[config.mk]
export PLATFORM = sky130hd
export DESIGN_NAME = ps2_key_sequencer
export DESIGN_NICKNAME = d
export VERILOG_FILES = /design/src/rtl/ps2_key_sequencer.sv
export SDC_FILE = /design/constraint.sdc
export NUM_CORES = 1
export LEC_CHECK = 0
export ABC_AREA = 1
export CAP_MARGIN = 20
export CELL_PAD_IN_SITES_DETAIL_PLACEMENT = 1
export CELL_PAD_IN_SITES_GLOBAL_PLACEMENT = 2
export CORE_ASPECT_RATIO = 1.75
export CORE_MARGIN = 4
export CORE_UTILIZATION = 37
export CTS_BUF_LIST = sky130_fd_sc_hd__clkbuf_8
export DETAILED_ROUTE_END_ITERATION = 16
export HOLD_SLACK_MARGIN = 0.15
export PLACE_DENSITY = 0.92
export SYNTH_ARGS = -nofsm -noshare
export SYNTH_HDL_FRONTEND = slang
export SYNTH_SLANG_ARGS = --single-unit
export TNS_END_PERCENT = 20
[constraint.sdc]
create_clock -name i_clk -period 2.9 [get_ports i_clk]
set_clock_uncertainty 0.05 [all_clocks]
set_input_delay 0.435 -clock i_clk [delete_from_list [all_inputs] [get_ports i_clk]]
set_output_delay 0.435 -clock i_clk [all_outputs]
set_load 0.02 [all_outputs]
[src/rtl/ps2_key_sequencer.sv]
// -----------------------------------------------------------------------------
// ps2_key_sequencer
//
// Turns the raw Set-2 byte stream from the PS/2 receiver into single key
// events. The E0 (extended), F0 (break) and E1 (pause) prefixes are folded
// into flags on one event. Events are queued in a small FIFO that the
// consumer drains through a valid/ready handshake. Frame errors, stalled
// sequences and keyboard responses (ACK, BAT, echo, resend, ...) never
// produce events. Frame errors and stalled sequences are counted.
//
// Parameters
//   FIFO_DEPTH   event FIFO entries (power of two, >= 2)
//   TIMEOUT_CYC  max i_clk cycles between bytes of one sequence
//
// Ports
//   i_clk        system clock, rising edge
//   i_rst        synchronous active-high reset
//   i_byte       received scan byte, qualified by i_byte_vld
//   i_byte_vld   one-cycle strobe per received byte
//   i_frame_err  parity/stop error on the strobed byte
//   o_evt_code   FIFO head: final scan code (0 when empty)
//   o_evt_ext    FIFO head: extended key (E0 or E1 sequence)
//   o_evt_brk    FIFO head: key release
//   o_evt_vld    FIFO not empty
//   i_evt_rdy    consumer takes the head while o_evt_vld=1
//   o_overflow   sticky: an event was dropped on a full FIFO
//   o_err_cnt    saturating count of frame errors plus timeouts
// -----------------------------------------------------------------------------
module ps2_key_sequencer #(
  parameter int FIFO_DEPTH  = 4,
  parameter int TIMEOUT_CYC = 50000
) (
  input  logic       i_clk,
  input  logic       i_rst,
  input  logic [7:0] i_byte,
  input  logic       i_byte_vld,
  input  logic       i_frame_err,
  output logic [7:0] o_evt_code,
  output logic       o_evt_ext,
  output logic       o_evt_brk,
  output logic       o_evt_vld,
  input  logic       i_evt_rdy,
  output logic       o_overflow,
  output logic [7:0] o_err_cnt
);

  localparam int AW = $clog2(FIFO_DEPTH);
  localparam int TW = $clog2(TIMEOUT_CYC + 1);

  typedef enum logic [2:0] {
    S_IDLE,
    S_EXT,
    S_BRK,
    S_EXTBRK,
    S_PAUSE
  } state_t;

  typedef struct packed {
    logic [7:0] code;
    logic       ext;
    logic       brk;
  } evt_t;

  state_t        state_q, state_d;
  logic [2:0]    skip_q, skip_d;
  logic [TW-1:0] gap_cnt_q;
  logic          frame_err, timeout;
  logic          push;
  evt_t          push_evt;

  assign frame_err = i_byte_vld & i_frame_err;
  // A timeout needs a quiet cycle, so it can never coincide with a frame
  // error; the error counter sees at most one increment per edge.
  assign timeout   = (state_q != S_IDLE) && !i_byte_vld &&
                     (gap_cnt_q == TW'(TIMEOUT_CYC - 1));

  // ---------------------------------------------------------------------------
  // Sequence decoder
  // ---------------------------------------------------------------------------
  always_comb begin
    // NOTE: every output of a combinational block gets a default first, so no
    // path through the case statement can leave a latch behind.
    state_d  = state_q;
    skip_d   = skip_q;
    push     = 1'b0;
    push_evt = '0;

    if (frame_err || timeout) begin
      state_d = S_IDLE;
      skip_d  = '0;
    end else if (i_byte_vld) begin
      unique case (state_q)
        S_IDLE: begin
          unique case (i_byte)
            8'hE0: state_d = S_EXT;
            8'hF0: state_d = S_BRK;
            8'hE1: begin
              state_d = S_PAUSE;
              skip_d  = 3'd7;
            end
            // Device responses and buffer-overrun codes: dropped silently.
            8'hFA, 8'hAA, 8'hEE, 8'hFE, 8'h00, 8'hFF: ;
            default: begin
              push     = 1'b1;
              push_evt = '{code: i_byte, ext: 1'b0, brk: 1'b0};
            end
          endcase
        end
        S_EXT: begin
          if (i_byte == 8'hF0) begin
            state_d = S_EXTBRK;
          end else begin
            push     = 1'b1;
            push_evt = '{code: i_byte, ext: 1'b1, brk: 1'b0};
            state_d  = S_IDLE;
          end
        end
        S_BRK: begin
          push     = 1'b1;
          push_evt = '{code: i_byte, ext: 1'b0, brk: 1'b1};
          state_d  = S_IDLE;
        end
        S_EXTBRK: begin
          push     = 1'b1;
          push_evt = '{code: i_byte, ext: 1'b1, brk: 1'b1};
          state_d  = S_IDLE;
        end
        S_PAUSE: begin
          // Pause has no break code; its 7 trailing bytes are fixed and
          // collapse into a single extended make of 0x77.
          if (skip_q == 3'd1) begin
            push     = 1'b1;
            push_evt = '{code: 8'h77, ext: 1'b1, brk: 1'b0};
            state_d  = S_IDLE;
            skip_d   = '0;
          end else begin
            skip_d = skip_q - 3'd1;
          end
        end
        default: begin
          state_d = S_IDLE;
          skip_d  = '0;
        end
      endcase
    end
  end

  always_ff @(posedge i_clk) begin
    // NOTE: sequential state is updated with non-blocking assignments so
    // every register samples the pre-edge values of its neighbours.
    if (i_rst) begin
      state_q <= S_IDLE;
      skip_q  <= '0;
    end else begin
      state_q <= state_d;
      skip_q  <= skip_d;
    end
  end

  // Inter-byte gap counter: held at zero in IDLE, restarted by every byte.
  always_ff @(posedge i_clk) begin
    if (i_rst || i_byte_vld || timeout || state_q == S_IDLE) begin
      gap_cnt_q <= '0;
    end else begin
      gap_cnt_q <= gap_cnt_q + TW'(1);
    end
  end

  always_ff @(posedge i_clk) begin
    if (i_rst) begin
      o_err_cnt <= '0;
    end else if ((frame_err || timeout) && o_err_cnt != 8'hFF) begin
      o_err_cnt <= o_err_cnt + 8'd1;
    end
  end

  // ---------------------------------------------------------------------------
  // Event FIFO (extra pointer bit distinguishes full from empty)
  // ---------------------------------------------------------------------------
  evt_t        mem [FIFO_DEPTH];
  logic [AW:0] wr_ptr, rd_ptr;
  logic        empty, full, pop, push_ok;
  evt_t        head;

  assign empty   = (wr_ptr == rd_ptr);
  assign full    = (wr_ptr[AW] != rd_ptr[AW]) &&
                   (wr_ptr[AW-1:0] == rd_ptr[AW-1:0]);
  assign pop     = !empty && i_evt_rdy;
  // A pop on the same edge frees the slot, so a full FIFO still accepts.
  assign push_ok = push && (!full || pop);

  always_ff @(posedge i_clk) begin
    if (i_rst) begin
      wr_ptr     <= '0;
      rd_ptr     <= '0;
      o_overflow <= 1'b0;
    end else begin
      if (push_ok) wr_ptr <= wr_ptr + 1'b1;
      if (pop)     rd_ptr <= rd_ptr + 1'b1;
      if (push && !push_ok) o_overflow <= 1'b1;
    end
  end

  // NOTE: the storage array is deliberately not reset; the pointers define
  // which entries are live, and the outputs are masked while empty.
  always_ff @(posedge i_clk) begin
    if (push_ok) mem[wr_ptr[AW-1:0]] <= push_evt;
  end

  assign head       = mem[rd_ptr[AW-1:0]];
  assign o_evt_vld  = !empty;
  assign o_evt_code = empty ? 8'h00 : head.code;
  assign o_evt_ext  = empty ? 1'b0  : head.ext;
  assign o_evt_brk  = empty ? 1'b0  : head.brk;

endmodule

==> impl_metrics.tcl, run 1 <==
set metrics [dict create \
    worst_r2r_path_depth 8 \
    grt_pass1_wl_um 16000 \
    synth_warnings 0 \
    critical_path.max_stage_delay_ns 0.60 \
    critical_path_arrival_ns 2.10 \
    min_path_cells 2 \
    ctsLongestPathBuffers 2 \
    initialDrtViolationCount 107 \
    final_max_slew_viol_count 0 \
    max_slew.worst_pin.slew_ns 0.440 \
    synthesis.nets 493 \
    rsz0062_at_grt "no" \
    critical_path.reg2reg.startpoint "wr_ptr[2]" \
    finalWorstPathRequiredPeriod_ns 2.59 \
    yosys-top-cells-count "sky130_fd_sc_hd__nand2_1 (85), sky130_fd_sc_hd__nor2_1 (75), sky130_fd_sc_hd__inv_1 (57)" \
    crit_path_cell_trace "xor2_1 -> inv_1 -> nand2_2 -> nand2_1 -> inv_1 -> clkdlybuf4s50_1" \
    final.setup.tns_ns 0 \
    gr-total-overflow 0 \
    tritoncts "built" \
    synthDistinctLibCells 41 \
    place.gp.congestion 0.765 \
    effective_utilization_at_floorplan_pct 38.1 \
    powerDensity_nw_per_um2 555 \
    critical_path.startpoint "wr_ptr[2]" \
    antenna_found_initial 0 \
    ys_async_sr_fraction_pct 0 \
    numPortBuffers 32 \
    syn-mean-instance-area_um2 8.44 \
    setup_viol 0 \
    synthesis_to_finish_area_growth_pct 17.3 \
    holdCritPathClass "reg -> reg" \
    max_freq_mhz 387 \
    setup.worst_path.start_class "register" \
    clock_slew_at_reported_path_ffs_ns 0.08 \
    floorplan.die_area_um2 12500 \
    coreArea_um2 10400 \
    synth.top_cell.area_share_pct 30.2 \
    first_global_vias 3445 \
    drc 0 \
    layout_worst_path_cycle_share_pct 89.2 \
    cts-resized-gates 0 \
    final_nets 533 \
    critical_path_required_ns 2.41 \
    path_max_fanout 12 \
    die_h_um 145 \
    run_status "completed" \
    r2r_slack_ns 0.81 \
    fp.dieW_um 86.4 \
    grt.total_usage_pct 16.0 \
    dpl_wire_length_um 7680 \
    share_of_layout_cells_above_drive_strength_1_pct 12.4 \
    synthesis.instances 471 \
    crit_family "buffers and inverters" \
    post_cts_buffers 0 \
    max-cap-violations 0 \
    post-synth-top-area-cell "sky130_fd_sc_hd__edfxtp_1" \
    grt_start_max_net_pins 21 \
    holdCritStartpoint "o_overflow" \
    totalWireLength_um 9480 \
    post-synth-top-count-cell "sky130_fd_sc_hd__nand2_1" \
    synth_seq_cells 79 \
    crit_buf_inv 3 \
    via_count 3267 \
    cellLeakagePower_uw 0.00180 \
    synth_area_leaders "sky130_fd_sc_hd__edfxtp_1 (30%), sky130_fd_sc_hd__dfxtp_1 (20%), sky130_fd_sc_hd__nand2_1 (8.0%)" \
    cts_hold_buffers 0 \
    ios 33 \
    report.power.total_uw 2590 \
    route.antenna.remaining_nets 0 \
    synth_ff_type "sky130_fd_sc_hd__edfxtp_1" \
    cts_made_buffers 9 \
    setup.worst_path.end_class "output pin" \
    critical-path-slowest-cell "sky130_fd_sc_hd__clkdlybuf4s50_1" \
    cts.sink_count 79 \
    worstSetupPathDepth 6 \
    vias_cell 5.08 \
    drt-wirelength-per-cell_um 14.7 \
    timing_hold_violations_final 0 \
    cts.htree.levels 3 \
    clkLatencyLatePin_ns 0.36 \
    seq_total_area_yosys_pct 49.9 \
    timing.critical_path.mode_cell "sky130_fd_sc_hd__inv_1" \
    antennaDiodeCount 0 \
    root_buffer "sky130_fd_sc_hd__clkbuf_8" \
    combined_area_of_all_synthesized_cells_um2 3980 \
    first_pass_iters 4 \
    placementRows 49 \
    synth_enable_flop_cells 40 \
    worst-setup-path-type "reg -> out" \
    peak_supply_drop_uv 323 \
    max-slew-margin-rel_pct 70.6 \
]
cell usage in the layout (no fill, tap or decap), types with 2 or more instances in the layout:
master	Yosys	layout
sky130_fd_sc_hd__inv_1	57	58
sky130_fd_sc_hd__nand4_1	11	11
sky130_fd_sc_hd__nand2_1	85	84
sky130_fd_sc_hd__clkdlybuf4s50_1	0	32
sky130_fd_sc_hd__buf_4	1	6
sky130_fd_sc_hd__dfxtp_1	39	38
sky130_fd_sc_hd__edfxtp_1	40	40
sky130_fd_sc_hd__nand3_1	16	16
sky130_fd_sc_hd__nor3b_1	2	2
sky130_fd_sc_hd__o21ai_0	17	17
sky130_fd_sc_hd__or2_0	3	3
sky130_fd_sc_hd__clkbuf_8	0	9
sky130_fd_sc_hd__xnor2_1	7	7
sky130_fd_sc_hd__inv_2	9	9
sky130_fd_sc_hd__ha_1	9	9
sky130_fd_sc_hd__xor2_1	6	6
sky130_fd_sc_hd__nor2_4	2	2
sky130_fd_sc_hd__nand2_2	7	8
sky130_fd_sc_hd__nand3_2	5	5
sky130_fd_sc_hd__nor2_1	75	75
sky130_fd_sc_hd__nor2_2	6	6
sky130_fd_sc_hd__clkinvlp_4	0	2
sky130_fd_sc_hd__nor3_1	4	4
sky130_fd_sc_hd__o32ai_1	10	10
sky130_fd_sc_hd__a21oi_1	33	33
sky130_fd_sc_hd__or2_2	2	2
sky130_fd_sc_hd__nand3_4	2	2
cell families after synthesis:
logic type	share of synthesized area, %
AOI/OAI and AO/OA	9.44
xor gates and xnor gates	2.86
and+or+nand+nor	27.7
DFF	49.9
buffers and inverters	7.27
adders and majority gates	2.83
routing by layer:
layer  up-vias  track usage [%]  routed length, µm
met5         -                0                  0
met4         0             7.64                240
met2        35             32.3               5840
li1       1627                -                  -
met1      1588             14.6               3200
met3        17             2.16                196
flip-flops by register name, indices dropped and copies added (netlist names), named ones only:
signal      flops
mem            40
gap_cnt_q      16
o_err_cnt       8
rd_ptr          3
skip_q          3
state_q         3
wr_ptr          3
o_overflow      1
final timing paths:
check	end
min reg2reg	o_overflow
min	o_overflow
max	o_evt_code[1]
max reg2reg	mem[0][8]
power breakdown:
part           switching, µW  leakage, µW  internal [µW]
Combinational            315      0.00102            218
Sequential              37.7     0.000683           1210
Clock                    411    0.0000976            399
Total                    763      0.00180           1820
area by class of cell:
class,instances,area [µm²]
fillers,1260,5760
flip-flops and latches,79,1980
multi-input cells,316,1710
repair buffers,38,365
inverters,67,251
well taps,127,159
clock buffers,9,124
clock inverters,7,72.6
metrics by stage:
stage               hold slack, ns  cells  instance area, µm²  util (%)  setup WS (ns)
floorplan                    0.389    471                3980         -          0.832
global placement             0.395    627                4460      42.8          0.407
detailed placement           0.402    627                4460      42.8          0.309
CTS                          0.414    643                4660      44.7          0.105
global route                 0.450    643                4660      44.7          0.137
finish                       0.407    643                4660      44.7          0.314
tightest hold or removal path: cells and delay by family, from the launching register on:
kind                   cells  cell delay, ns
AOI/OAI and AO/OA          1            0.05
buffers and inverters      1            0.05
DFF                        1            0.32
Power figures use the tool's default switching activity.
==> inputs of run 2 (changes only) <==
- CORE_UTILIZATION: 37 -> 33
- GPL_TIMING_DRIVEN: default -> 0
- PLACE_DENSITY: 0.92 -> 0.87
- clock period: 2.9 -> 2.29 ns (I/O delays scaled with it)
==> run 2 against run 1 <==
Net effect:
- power increased by 30%
- hold slack got worse by 0.077 ns
- flip-flop and latch count unchanged
- design area rose by 3.6%
- sequential share of layout area fell by 1.4 points
- register-to-register slack lost 0.50 ns
- combinational power is 38% higher
- critical path depth grew 1
- die area increased by 11%
- count of clock-buffer cells in the layout is the same
- clock power is 32% higher
- critical path type unchanged
- critical endpoint is now o_evt_ext
- largest power group unchanged
==> impl_metrics.tcl, run 2 (same netlist as run 1, synthesis figures left out) <==
set metrics [dict create \
    multi_input_area_um2 1770 \
    layout.core_utilization_pct 41.2 \
    initialDrtViolationCount 104 \
    clkLatencyLatePin_ns 0.36 \
    ios 33 \
    n_fill_cell 1404 \
    fp.dieW_um 91.0 \
    drt-wirelength-per-cell_um 15.7 \
    max-cap-violations 0 \
    min_path_cells 2 \
    placementRows 52 \
    effective_utilization_at_floorplan_pct 33.9 \
    synthesis_to_finish_area_growth_pct 21.5 \
    antenna_found_initial 0 \
    holdCritPathClass "in -> reg" \
    tritoncts "built" \
    vias_cell 4.94 \
    setup.worst_path.start_class "register" \
    largest_register_ff_count 40 \
    coreArea_um2 11700 \
    drc 0 \
    grt_start_max_net_pins 16 \
    max-slew-margin-rel_pct 71.2 \
    worst_r2r_path_depth 10 \
    report.power.total_uw 3360 \
    floorplan.die_area_um2 13900 \
    path_max_fanout 10 \
    final.setup.tns_ns 0 \
    setup_viol 0 \
    cts.htree.levels 3 \
    place.gp.congestion 0.745 \
    grt.total_usage_pct 15.1 \
    die_h_um 153 \
    antennaDiodeCount 0 \
    powerDensity_nw_per_um2 697 \
    share_of_layout_cells_above_drive_strength_1_pct 17.5 \
    mostFrequentLayoutCell "sky130_fd_sc_hd__nand2_1" \
    fin_cells 662 \
    gr-total-overflow 0 \
    first_pass_iters 4 \
    whs_endpoint "o_err_cnt[6]" \
    critical_path_required_ns 1.90 \
    layout_worst_path_cycle_share_pct 96.9 \
    peak_supply_drop_uv 304 \
    final_nets 544 \
    clock_slew_at_reported_path_ffs_ns 0.09 \
    ctsLongestPathBuffers 2 \
    via_count 3268 \
    cellLeakagePower_uw 0.00189 \
    critical_path.reg2reg.startpoint "skip_q[0]" \
    numPortBuffers 31 \
    run_status "completed" \
    holdWs_ns 0.330 \
    route.antenna.remaining_nets 0 \
    dpl_wire_length_um 7710 \
    critical_path_arrival_ns 1.82 \
    final_max_slew_viol_count 0 \
    first_global_vias 3586 \
    r2r_slack_ns 0.31 \
    max_freq_mhz 451 \
    totalWireLength_um 10400 \
    worst-setup-path-type "reg -> out" \
    timing_hold_violations_final 0 \
    cts.sink_count 79 \
    mostFrequentLayoutCells "sky130_fd_sc_hd__nand2_1 (81), sky130_fd_sc_hd__nor2_1 (71), sky130_fd_sc_hd__inv_1 (58)" \
    grt_pass1_wl_um 16900 \
    finalWorstPathRequiredPeriod_ns 2.22 \
    regToRegEndpoint "mem[1][9]" \
    cts_made_buffers 9 \
    sequential_cell_area_um2 1990 \
    root_buffer "sky130_fd_sc_hd__clkbuf_8" \
    setup.worst_path.end_class "output pin" \
    place.detailed.instances 637 \
    holdCritStartpoint "i_rst" \
    max_slew.worst_pin.slew_ns 0.431 \
]
-- run 2: changes by cell type in the layout (fill, tap and decap cells not counted), moves of 4 or more --
| cell | delta |
|---|---|
| sky130_fd_sc_hd__clkdlybuf4s15_1 | +5 |
| sky130_fd_sc_hd__clkbuf_2 | +9 |
| sky130_fd_sc_hd__clkdlybuf4s50_1 | -13 |
| sky130_fd_sc_hd__nor2_4 | +4 |
| sky130_fd_sc_hd__nor2_1 | -4 |
-- run 2: worst max-delay path by stage --
| stage | end | slack [ns] | cells past startpoint |
|---|---|---|---|
| 2_1_floorplan | mem[3][0] | 0.29 | 9 |
| 3_3_place_gp | mem[1][2] | -0.92 | 11 |
| 3_5_place_dp | mem[1][2] | -0.97 | 11 |
| 4_1_cts | o_evt_ext | 0.001 | 7 |
| 5_1_grt | o_evt_ext | -0.04 | 7 |
| 6_report | o_evt_ext | 0.07 | 7 |
-- run 2: final cells by class --
cell class              count  area share [%]
plain buffers               9            1.24
clock buffers               9            2.57
clock inverters             7            1.50
inverters                  67            5.21
multi-input cells         316            36.7
flip-flops and latches     79            41.1
well taps                 135            3.50
repair buffers             40            8.11
-- run 2: metal layers --
metal	wire (µm)	vias to the layer above	global-route usage [%]	share of wire [%]
met1	3930	1589	14.8	38
met5	0	-	0	0
li1	-	1638	-	-
met2	6090	30	30.3	59
met3	157	11	2.66	1.5
met4	191	0	5.76	1.8
-- run 2: where the power goes --
part	internal, µW	switching [µW]
clock network	509	559
registers	1530	32.2
logic	276	461
total	2310	1050
-- run 2: through the flow --
| step | cell area (µm²) | setup WS [ns] |
|---|---|---|
| after floorplan | 3980 | 0.292 |
| after CTS | 4740 | 0.00143 |
| after global routing | 4830 | -0.0380 |
| final | 4830 | 0.0717 |
| after detailed placement | 4450 | -0.966 |
| after global placement | 4450 | -0.920 |
-- run 2: timing repair --
item,CTS,global route
pin swaps,1,4
setup buffers,3,6
resized for setup,34,25
hold buffers,0,0
gates cloned,0,0
setup endpoints to repair,51,51
-- run 2: critical path: stages (launching register included) --
cell                              delay (ns)
sky130_fd_sc_hd__dfxtp_1                0.35
sky130_fd_sc_hd__inv_1                  0.08
sky130_fd_sc_hd__clkbuf_4               0.22
sky130_fd_sc_hd__nor2_1                 0.09
sky130_fd_sc_hd__o32ai_2                0.28
sky130_fd_sc_hd__nand2_1                0.10
sky130_fd_sc_hd__inv_1                  0.06
sky130_fd_sc_hd__clkdlybuf4s15_1        0.29
